==> src/rtl/vend_pkg.sv <==
// Shared types and constants for the vending transaction controller.
// Key codes follow the keypad debouncer encoding; 4'hF means no key is pressed.
package vend_pkg;

    typedef enum logic [1:0] {
        StIdle,
        StCredit,
        StDispense,
        StChange
    } state_t;

    localparam logic [3:0] KEY_NONE   = 4'hF;
    localparam logic [3:0] KEY_C5     = 4'h0;
    localparam logic [3:0] KEY_C10    = 4'h1;
    localparam logic [3:0] KEY_C25    = 4'h2;
    localparam logic [3:0] KEY_SEL_A  = 4'hA;
    localparam logic [3:0] KEY_SEL_B  = 4'hB;
    localparam logic [3:0] KEY_CANCEL = 4'hC;

    localparam logic [7:0] COIN_5  = 8'd5;
    localparam logic [7:0] COIN_10 = 8'd10;
    localparam logic [7:0] COIN_25 = 8'd25;

    function automatic logic [7:0] coin_value(input logic [3:0] key);
        logic [7:0] value;
        value = 8'd0;
        case (key)
            KEY_C5:  value = COIN_5;
            KEY_C10: value = COIN_10;
            KEY_C25: value = COIN_25;
            default: value = 8'd0;
        endcase
        return value;
    endfunction

endpackage

==> src/rtl/vend_controller_if.sv <==
// Key input and customer-facing outputs of the vending controller.
// The controller takes the slave side; the keypad/display environment is the master.
interface vend_controller_if;

    logic [3:0] key_code;
    logic [7:0] credit;
    logic       dispense_a;
    logic       dispense_b;
    logic [7:0] change;
    logic       change_valid;
    logic       reject;
    logic       busy;

    modport master (
        output key_code,
        input  credit,
        input  dispense_a,
        input  dispense_b,
        input  change,
        input  change_valid,
        input  reject,
        input  busy
    );

    modport slave (
        input  key_code,
        output credit,
        output dispense_a,
        output dispense_b,
        output change,
        output change_valid,
        output reject,
        output busy
    );

endinterface

==> src/rtl/key_edge_detect.sv <==
// Turns a debounced key code into a one-cycle press strobe on the release-to-press edge.
// A held key, or a direct change between two keys, produces no strobe.
module key_edge_detect
    import vend_pkg::*;
(
    input  logic       clk,
    input  logic       reset,
    input  logic [3:0] key_code,
    output logic       press,
    output logic [3:0] press_code
);

    logic [3:0] key_prev;

    always_ff @(posedge clk or negedge reset) begin
        if (!reset) begin
            key_prev <= KEY_NONE;
        end else begin
            key_prev <= key_code;
        end
    end

    // Combinational so the controller acts on the press at the detecting edge.
    assign press      = (key_code != KEY_NONE) && (key_prev == KEY_NONE);
    assign press_code = key_code;

endmodule

==> src/rtl/vend_controller.sv <==
// Vending transaction FSM: accumulates coin credit, dispenses items and returns change.
// credit feeds the binary-to-BCD display path directly.
module vend_controller
    import vend_pkg::*;
#(
    parameter logic [7:0]  PRICE_A     = 8'd25,
    parameter logic [7:0]  PRICE_B     = 8'd50,
    parameter logic [7:0]  MAX_CREDIT  = 8'd200,
    parameter logic [25:0] DISP_CYCLES = 26'd50000000
) (
    input  logic               clk,
    input  logic               reset,
    vend_controller_if.slave   bus
);

    state_t      state;
    logic [7:0]  credit;
    logic        dispense_a;
    logic        dispense_b;
    logic [7:0]  change;
    logic        change_valid;
    logic        reject;
    logic        busy;
    logic [25:0] timer;

    logic        press;
    logic [3:0]  press_code;
    logic [8:0]  coin_sum;
    logic        accepting;
    logic        start_dispense;

    key_edge_detect u_key_edge_detect (
        .clk        (clk),
        .reset      (reset),
        .key_code   (bus.key_code),
        .press      (press),
        .press_code (press_code)
    );

    // Nine bits so an over-ceiling coin cannot wrap into an accepted value.
    assign coin_sum  = {1'b0, credit} + {1'b0, coin_value(press_code)};
    assign accepting = press && ((state == StIdle) || (state == StCredit));
    assign start_dispense = accepting &&
                            (((press_code == KEY_SEL_A) && (credit >= PRICE_A)) ||
                             ((press_code == KEY_SEL_B) && (credit >= PRICE_B)));

    always_ff @(posedge clk or negedge reset) begin
        if (!reset) begin
            state        <= StIdle;
            credit       <= 8'd0;
            dispense_a   <= 1'b0;
            dispense_b   <= 1'b0;
            change       <= 8'd0;
            change_valid <= 1'b0;
            reject       <= 1'b0;
            busy         <= 1'b0;
        end else begin
            change_valid <= 1'b0;
            reject       <= 1'b0;
            case (state)
                StIdle, StCredit: begin
                    if (press) begin
                        case (press_code)
                            KEY_C5, KEY_C10, KEY_C25: begin
                                if (coin_sum <= {1'b0, MAX_CREDIT}) begin
                                    credit <= coin_sum[7:0];
                                    state  <= StCredit;
                                end else begin
                                    reject <= 1'b1;
                                end
                            end
                            KEY_SEL_A: begin
                                if (credit >= PRICE_A) begin
                                    credit     <= credit - PRICE_A;
                                    dispense_a <= 1'b1;
                                    state      <= StDispense;
                                    busy       <= 1'b1;
                                end else begin
                                    reject <= 1'b1;
                                end
                            end
                            KEY_SEL_B: begin
                                if (credit >= PRICE_B) begin
                                    credit     <= credit - PRICE_B;
                                    dispense_b <= 1'b1;
                                    state      <= StDispense;
                                    busy       <= 1'b1;
                                end else begin
                                    reject <= 1'b1;
                                end
                            end
                            KEY_CANCEL: begin
                                if (credit != 8'd0) begin
                                    change       <= credit;
                                    change_valid <= 1'b1;
                                    credit       <= 8'd0;
                                    state        <= StChange;
                                    busy         <= 1'b1;
                                end
                            end
                            default: ;
                        endcase
                    end
                end
                StDispense: begin
                    if (timer == 26'd0) begin
                        dispense_a <= 1'b0;
                        dispense_b <= 1'b0;
                        if (credit != 8'd0) begin
                            change       <= credit;
                            change_valid <= 1'b1;
                            credit       <= 8'd0;
                            state        <= StChange;
                        end else begin
                            state <= StIdle;
                            busy  <= 1'b0;
                        end
                    end
                end
                StChange: begin
                    state <= StIdle;
                    busy  <= 1'b0;
                end
                default: begin
                    state <= StIdle;
                    busy  <= 1'b0;
                end
            endcase
        end
    end

    // Loaded with DISP_CYCLES-1 so the strobe spans exactly DISP_CYCLES cycles.
    always_ff @(posedge clk or negedge reset) begin
        if (!reset) begin
            timer <= 26'd0;
        end else if (start_dispense) begin
            timer <= DISP_CYCLES - 26'd1;
        end else if ((state == StDispense) && (timer != 26'd0)) begin
            timer <= timer - 26'd1;
        end
    end

    assign bus.credit       = credit;
    assign bus.dispense_a   = dispense_a;
    assign bus.dispense_b   = dispense_b;
    assign bus.change       = change;
    assign bus.change_valid = change_valid;
    assign bus.reject       = reject;
    assign bus.busy         = busy;

endmodule
==> src/flat_wrapper.sv <==
// flat-port wrapper written by rule: the top's interface ports become plain ports
module vend_controller_flat import vend_pkg::*;
#(
    parameter logic [7:0]  PRICE_A     = 8'd25,
    parameter logic [7:0]  PRICE_B     = 8'd50,
    parameter logic [7:0]  MAX_CREDIT  = 8'd200,
    parameter logic [25:0] DISP_CYCLES = 26'd50000000
)
  (clk, reset, bus_key_code, bus_credit, bus_dispense_a, bus_dispense_b, bus_change, bus_change_valid, bus_reject, bus_busy);
  vend_controller_if bus_i ();
  input  logic clk;
  input  logic reset;
  input wire logic [$bits(bus_i.key_code)-1:0] bus_key_code;
  output wire logic [$bits(bus_i.credit)-1:0] bus_credit;
  output wire logic [$bits(bus_i.dispense_a)-1:0] bus_dispense_a;
  output wire logic [$bits(bus_i.dispense_b)-1:0] bus_dispense_b;
  output wire logic [$bits(bus_i.change)-1:0] bus_change;
  output wire logic [$bits(bus_i.change_valid)-1:0] bus_change_valid;
  output wire logic [$bits(bus_i.reject)-1:0] bus_reject;
  output wire logic [$bits(bus_i.busy)-1:0] bus_busy;
  assign bus_i.key_code = bus_key_code;
  assign bus_credit = bus_i.credit;
  assign bus_dispense_a = bus_i.dispense_a;
  assign bus_dispense_b = bus_i.dispense_b;
  assign bus_change = bus_i.change;
  assign bus_change_valid = bus_i.change_valid;
  assign bus_reject = bus_i.reject;
  assign bus_busy = bus_i.busy;
  vend_controller #(.PRICE_A(PRICE_A), .PRICE_B(PRICE_B), .MAX_CREDIT(MAX_CREDIT), .DISP_CYCLES(DISP_CYCLES)) u_core (.clk(clk), .reset(reset), .bus(bus_i));
endmodule
==> config.mk <==
export PLATFORM = sky130hd
export DESIGN_NAME = vend_controller_flat
export DESIGN_NICKNAME = d
export VERILOG_FILES = /design/src/rtl/vend_pkg.sv /design/src/rtl/vend_controller_if.sv /design/src/rtl/key_edge_detect.sv /design/src/rtl/vend_controller.sv /design/src/flat_wrapper.sv
export SDC_FILE = /design/constraint.sdc
export NUM_CORES = 1
export LEC_CHECK = 0
export BUFFER_PORTS_ARGS = -buffer_cell sky130_fd_sc_hd__buf_4
export CORE_UTILIZATION = 51
export DETAILED_ROUTE_END_ITERATION = 10
export GPL_TIMING_DRIVEN = 0
export PLACE_DENSITY_LB_ADDON = 0.12
export SKIP_CTS_REPAIR_TIMING = 1
export SLEW_MARGIN = 20
export SYNTH_ARGS = -nofsm -noshare
export SYNTH_HDL_FRONTEND = slang
export SYNTH_SLANG_ARGS = --single-unit
==> constraint.sdc <==
create_clock -name clk -period 5.7 [get_ports clk]
set_clock_uncertainty 0.2 [all_clocks]
set_input_delay 0.855 -clock clk [delete_from_list [all_inputs] [get_ports clk]]
set_output_delay 0.855 -clock clk [all_outputs]
set_load 0.02 [all_outputs]
# Word level (Yosys, flattened, before mapping)
# Cells that the tools add are included.
[classes] addsub=4 n_lt_le_gt_ge=3 eq_ne=24 n_mux=51 n_reduce_logical=23
[op_table] operator="8-bit 2-to-1 mux" n=10
[op_table] operator="26-bit 2-to-1 mux" n=2
[op_table] operator="8-bit case mux with 2 select lines" n=2
[op_table] operator="8-bit case mux with 4 select lines" n=1
[op_table] operator="26-bit logical NOT" n=1
[op_table] operator="26-bit nonzero test" n=1
[op_table] operator="26-bit by 1-bit subtractor with 26-bit output, second input constant" n=1
[op_table] operator="7-bit AND reduction" n=3
[op_table] operator="1-bit 2-to-1 mux" n=20
[op_table] operator="4-bit equality test, second input constant" n=4
[op_table] operator="5-bit case mux with 3 select lines" n=1
[op_table] operator="2-bit 2-to-1 mux" n=7
[op_table] operator="2-bit by 1-bit inequality test with 1-bit output, second input constant" n=6
[op_table] operator="5-bit AND reduction" n=2
[op_table] operator="8-bit by 5-bit adder with 9-bit output" n=1
[op_table] operator="9-bit by 8-bit less-or-equal comparator with 1-bit output, second input constant" n=1
[op_table] operator="1-bit case mux with 3 select lines" n=3
[op_table] operator="8-bit by 5-bit greater-or-equal comparator with 1-bit output, second input constant" n=1
[op_table] operator="8-bit by 6-bit greater-or-equal comparator with 1-bit output, second input constant" n=1
[op_table] operator="2-bit case mux with 4 select lines" n=1
[op_table] operator="8-bit nonzero test" n=1
[op_table] operator="8-bit by 5-bit subtractor with 8-bit output, second input constant" n=1
[op_table] operator="8-bit by 6-bit subtractor with 8-bit output, second input constant" n=1
[op_table] operator="1-bit logical AND" n=6
[op_table] operator="other kinds (19)" n=27
[totals] regBits=53 in_bits=6 output_inout_bits=21 wordCells=115

# Longest topological paths before layout
[depth] word_depth=8 depth_mapped=12 mapped_depth_nobuf=11

# Cells and area by module
# From an unflattened synthesis, not the netlist that was laid out.
[unflattened] hier_cells=396 hier_area_um2=3588.4
[modules_own_cells] module="vend_controller" instances=1 cells_each=386 area_per_inst_um2=3438.3 seq_area_each_um2=1226.2
[modules_own_cells] module="key_edge_detect" instances=1 cells_each=10 area_per_inst_um2=150.1 seq_area_each_um2=105.1

# Worst setup path after synthesis
# No wires, ideal clock.
[synth_path] path_type="input to register" start="in bus_key_code[3]" end="reg u_core.credit[2] (netlist: u_core.bus.credit[2])" setup_time_ns=0.124 arrival_time_ns=3.424 t_required_ns=5.376 path_slack_ns=1.952 path_stages=11 n_path_buf=1 path_cell_list="buf_2 nor4b_1 or2_2 ha_1 nand2_2 or3b_4 nand3_2 and4bb_4 o21ai_4 a221o_1 a211o_1"
[synth_via] elab_chain_len=7 elab_cells_between_ends=22 classes_between="add/sub (1); order compare (1); eq/ne (11); mux (5); reduce/logical (4)"
[synth_rtl] item="start, declared" line="flat_wrapper.sv:13" rtl="input wire logic [$bits(bus_i.key_code)-1:0] bus_key_code;"
[synth_rtl] item="branches (longest 7 deep; another with 8-bit by 5-bit adder with 9-bit output)"
[synth_rtl] item="end signal, assigned" line="vend_controller.sv:66" rtl="credit <= coin_sum[7:0];"
[synth_rtl] item="end signal, assigned" line="vend_controller.sv:74" rtl="credit <= credit - PRICE_A;"
[synth_rtl] item="end signal, assigned" line="vend_controller.sv:84" rtl="credit <= credit - PRICE_B;"
[synth_rtl] item="end, declared" line="vend_controller.sv:17" rtl="logic [7:0] credit;"
# Several ways; the timed one is not identified. The select of a mux whose other input is x is not followed.
# A chain may end at the register's enable or synchronous reset.

# Worst setup path in the final report
[layout_path] start="in bus_key_code[3]" end="reg u_core.credit[5] (netlist: u_core.bus.credit[5])"
# Same word-level chain as after synthesis.

==> impl.org <==
** Power
- Static leakage :: 0.00162 µW
- For this design the ratio of total power to cell area is 180 mW/mm².
- VDD sags by at most 0.149 mV.

** Worst setup path
- The endpoint identified for the worst register-to-register timing path is u_core.bus.credit[5]$_DFFE_PN0P_.
- Nature of the critical path endpoint :: flip-flop
- In this run the worst setup path terminates at u_core.bus.credit[5]$_DFFE_PN0P_.
- Highest fanout seen on the critical path :: 10
- STA puts the critical path data arrival time at 3.99 ns.
- STA classifies the critical path startpoint as a primary input.
- The worst register-to-register path has a setup slack of 2.36 ns.
- In this run the worst setup path begins at bus_key_code[3].
- Data required, critical path :: 5.67 ns
- The worst setup path is of the in -> reg kind.
- Worst reg-to-reg path cell count :: 9
- Startpoint of the worst register-to-register path :: u_core.bus.credit[0]$_DFFE_PN0P_

** Clock tree
- After clock tree synthesis, the clock-pin slew on the worst setup and hold paths is 0.09 ns.
- Worst skew pair latency :: 0.32 ns
- Clock tree buffer depth :: 2
- TritonCTS Sinks :: 53
- Counting the buffers created by CTS gives 5.
- Clock tree from TritonCTS :: done
- Root buf cell :: sky130_fd_sc_hd__clkbuf_8
- The H-tree generated during clock tree synthesis spans 2 levels.

** Timing
- Static timing analysis puts the maximum clock frequency at 0.249 GHz.
- Measured against its own limit, the worst slew margin works out to 48.2%.
- The final hold violation count was 0.
- Unrepaired setup endpoints after global routing :: no
- Share of the cycle needed by the critical path after routing :: 70.5%
- Final Max Slew Viols :: 0
- Setup violations remaining at the end of the flow were counted as 0.
- Setup total negative slack on the finished layout was measured at 0 ns.
- After layout, the minimum clock period comes to 4.02 ns.
- For the pin with the worst max-slew slack, the measured transition is 0.770 ns.

** Cells and area
- The repair_antennas step left the layout with diodes totalling 0.
- The finished cells cover 0.00394 mm².
- Relative to the synthesized area, the layout overhead comes to 10.7%.
- Fill cells in the final layout number 586.
- Nets :: 434
- Fraction of layout cells with a size suffix above 1 :: 20.0%

** Global route
- Maximum number of pins on one net before global-route repair :: 54
- The number of global-route vias before repair came to 2,849.
- Routing usage on met1 :: 39.2%
- The global routing stage identified its most utilized layer as met1.
- Met2 layer usage reported by global route :: 37.6%
- Global-route track usage on met3 :: 4.33%
- The first global-routing pass estimated 14,600 µm of wire.
- For this run, the total global-route usage over all layers was measured as 25.5%.
- Overflow after GRT :: 0
- The initial antenna violation count is 0.

** Detailed routing
- For this block, the via count after detailed routing is 3,158.
- The first routing iteration left 269 violations.
- Wire per inst :: 18.1 µm
- Vias per cell :: 6.37
- WL final :: 9000 µm
- 1st-pass router iterations :: 5
- DRC violations left :: 0
- Once detail routing completed, the nets flagged for antenna violations numbered 0.

** Placement
- Standard cell area after detailed placement :: 0.00385 mm²
- Placed wire-length estimate :: 6520 µm
- Port buffering added 26 buffers.
- Final RePlAce weighted congestion :: 0.919

** Yosys
- Summing the areas of all xor and xnor instances in the mapped netlist gives 5.17% of the synthesized area.
- Of the total synthesized cell area, the portion taken by AND, OR, NAND and NOR gates is 25.1%.
- Of all flip-flops after synthesis, the portion carrying an async set or reset was 100%.
- In the synthesized netlist, the number of instances is 382.
- After synthesis the netlist holds a flip-flop and latch count of 53.
- Compound-Gate Fraction of Synth Area :: 21.1%
- For this run, the number of Yosys warnings is 0.
- Total standard cell area after synthesis :: 0.00356 mm²
- After synthesis, flip-flops and latches occupy 37.4% of the total area.
- By area, the combinational part of the netlist is dominated by simple AND/OR/NAND/NOR gates.
- The synthesized design contains 0 enable-type register cells.
- Avg Inst Size Synth :: 9.32 µm²
- Synth Flop Type :: sky130_fd_sc_hd__dfrtp_1
- Share of cell area taken by muxes after synthesis :: 2.85%
- Unique cell type count in the Yosys netlist :: 79
- Of the total synthesized cell area, the portion taken by full adders, half adders and majority gates is 4.78%.
- Counting every net in the synthesized netlist gives 401.

** Floorplan
- The region available for standard cell placement spans 0.00676 mm².
- The die covers 0.00732 mm².
- Placement Rows :: 30
- Once the floorplan was initialized, standard cells occupied 52.7% of the core.
- Top-Level Pins :: 27
- Die extent in x :: 85.5 µm
- In this run the vertical extent of the chip is 85.5 µm.

** Outcome
- Outcome :: finished clean

** Hold path
- Hold Crit Class :: reg -> reg
- In this run the most critical hold path is launched from u_core.bus.change[6]$_DFFE_PN0P_.

** Run
- The tool flagged a number of max-cap violations equal to 0.
through the flow:
step / setup WS, ns / hold WS (ns) / std cells / power [µW] / utilization [%]
floorplan: 1.95 / 0.296 / 382 / 462 / -
global placement: 1.50 / 0.295 / 488 / 498 / 57.0
detailed placement: 1.46 / 0.300 / 488 / 498 / 57.0
CTS: 1.75 / 0.326 / 496 / 715 / 58.3
global route: 1.53 / 0.337 / 496 / 740 / 58.3
finish: 1.68 / 0.319 / 496 / 710 / 58.3
layout make-up:
| type | count | area, µm² | area share (%) |
|---|---|---|---|
| Clock buffer | 6 | 72.6 | 1.84 |
| Buffer | 16 | 81.3 | 2.06 |
| Clock inverter | 2 | 13.8 | 0.349 |
| Timing Repair Buffer | 26 | 195 | 4.95 |
| Tap cell | 80 | 100 | 2.54 |
| Sequential cell | 53 | 1330 | 33.8 |
| Multi-Input combinational cell | 300 | 2100 | 53.2 |
| Inverter | 13 | 48.8 | 1.24 |
logic make-up after synthesis:
group	Yosys count
compound gates	101
xor+xnor	21
mux	9
buf+inv	29
flops	53
simple gates	156
fa+ha+maj	13
synthesized netlist by cell type, drive strengths merged (5+ instances only):
| cell | number | share of area (%) |
|---|---|---|
| dfrtp | 49 | 34 |
| nand2 | 35 | 3.8 |
| nor2 | 34 | 3.6 |
| a21oi | 21 | 3.0 |
| o21ai | 19 | 3.0 |
| nor3 | 15 | 2.4 |
| inv | 13 | 1.4 |
| ha | 12 | 4.2 |
| nor4 | 12 | 2.3 |
| xnor2 | 12 | 3.0 |
| buf | 11 | 1.7 |
| nand3 | 11 | 1.7 |
| mux2 | 9 | 2.8 |
| xor2 | 9 | 2.2 |
| a211oi | 6 | 1.3 |
| a31oi | 6 | 1.5 |
| and2 | 6 | 1.1 |
| o32ai | 6 | 1.7 |
| or3 | 6 | 1.2 |
| and3 | 5 | 0.88 |
| clkbuf | 5 | 0.56 |
| nor3b | 5 | 1.3 |
registers in the layout, indices dropped and copies added, names as in the netlist:
| signal | cells |
|---|---|
| u_core.bus.busy | 1 |
| u_core.bus.change | 8 |
| u_core.bus.change_valid | 1 |
| u_core.bus.credit | 8 |
| u_core.bus.dispense_a | 1 |
| u_core.bus.dispense_b | 1 |
| u_core.bus.reject | 1 |
| u_core.state | 2 |
| u_core.timer | 26 |
| u_core.u_key_edge_detect.key_prev | 4 |
critical path, cell delays in order:
cell and delay (ns):
sky130_fd_sc_hd__buf_4 0.13, sky130_fd_sc_hd__buf_2 0.17, sky130_fd_sc_hd__nor4b_1 0.62, sky130_fd_sc_hd__or2_2 0.23, sky130_fd_sc_hd__ha_1 0.23, sky130_fd_sc_hd__nand2_2 0.10
sky130_fd_sc_hd__or3b_4 0.41, sky130_fd_sc_hd__a211oi_1 0.29, sky130_fd_sc_hd__o21bai_1 0.18, sky130_fd_sc_hd__o21ai_4 0.32, sky130_fd_sc_hd__a21o_2 0.30, sky130_fd_sc_hd__o32ai_1 0.14
power breakdown:
group	leakage, µW	internal (µW)	total, µW	switching [µW]
registers	0.000617	382	389	7.40
logic	0.000953	36.6	103	66.5
clock network	0.0000456	88.0	217	129
metal layers:
metal / routed length (µm) / vias to the layer above
met5: 0 / -
met4: 111 / 0
met3: 542 / 13
met2: 3830 / 113
met1: 4510 / 1539
li1: - / 1493
worst min-delay path by stage:
stage                                             to  slack (ns)  cells past startpoint
floorplan               u_core.timer[19]$_DFFE_PN0P_        0.30                      2
global placement    u_core.bus.change[3]$_DFFE_PN0P_        0.29                      1
detailed placement  u_core.bus.change[6]$_DFFE_PN0P_        0.30                      1
CTS                 u_core.bus.change[6]$_DFFE_PN0P_        0.33                      1
global route        u_core.bus.change[5]$_DFFE_PN0P_        0.34                      1
finish              u_core.bus.change[6]$_DFFE_PN0P_        0.32                      1
layout by cell type (no fill, tap or decap), types with 5 or more instances in the layout:
master	netlist	routed
sky130_fd_sc_hd__a21oi_1	21	21
sky130_fd_sc_hd__inv_1	12	12
sky130_fd_sc_hd__and3_1	5	5
sky130_fd_sc_hd__mux2_2	9	9
sky130_fd_sc_hd__o21ai_0	17	17
sky130_fd_sc_hd__buf_4	3	29
sky130_fd_sc_hd__nand2_1	34	34
sky130_fd_sc_hd__ha_1	12	12
sky130_fd_sc_hd__nand3_1	10	10
sky130_fd_sc_hd__o32ai_1	5	5
sky130_fd_sc_hd__xnor2_1	12	12
sky130_fd_sc_hd__nor3_1	13	13
sky130_fd_sc_hd__dfrtp_1	49	49
sky130_fd_sc_hd__buf_2	7	7
sky130_fd_sc_hd__or3_1	5	5
sky130_fd_sc_hd__clkbuf_1	4	5
sky130_fd_sc_hd__xor2_1	9	9
sky130_fd_sc_hd__clkbuf_8	0	5
sky130_fd_sc_hd__nor2_1	34	34
sky130_fd_sc_hd__a31oi_1	5	5
sky130_fd_sc_hd__a211oi_1	6	6
sky130_fd_sc_hd__nor4_1	11	11
Note: power is estimated with default switching activity, not from simulation.
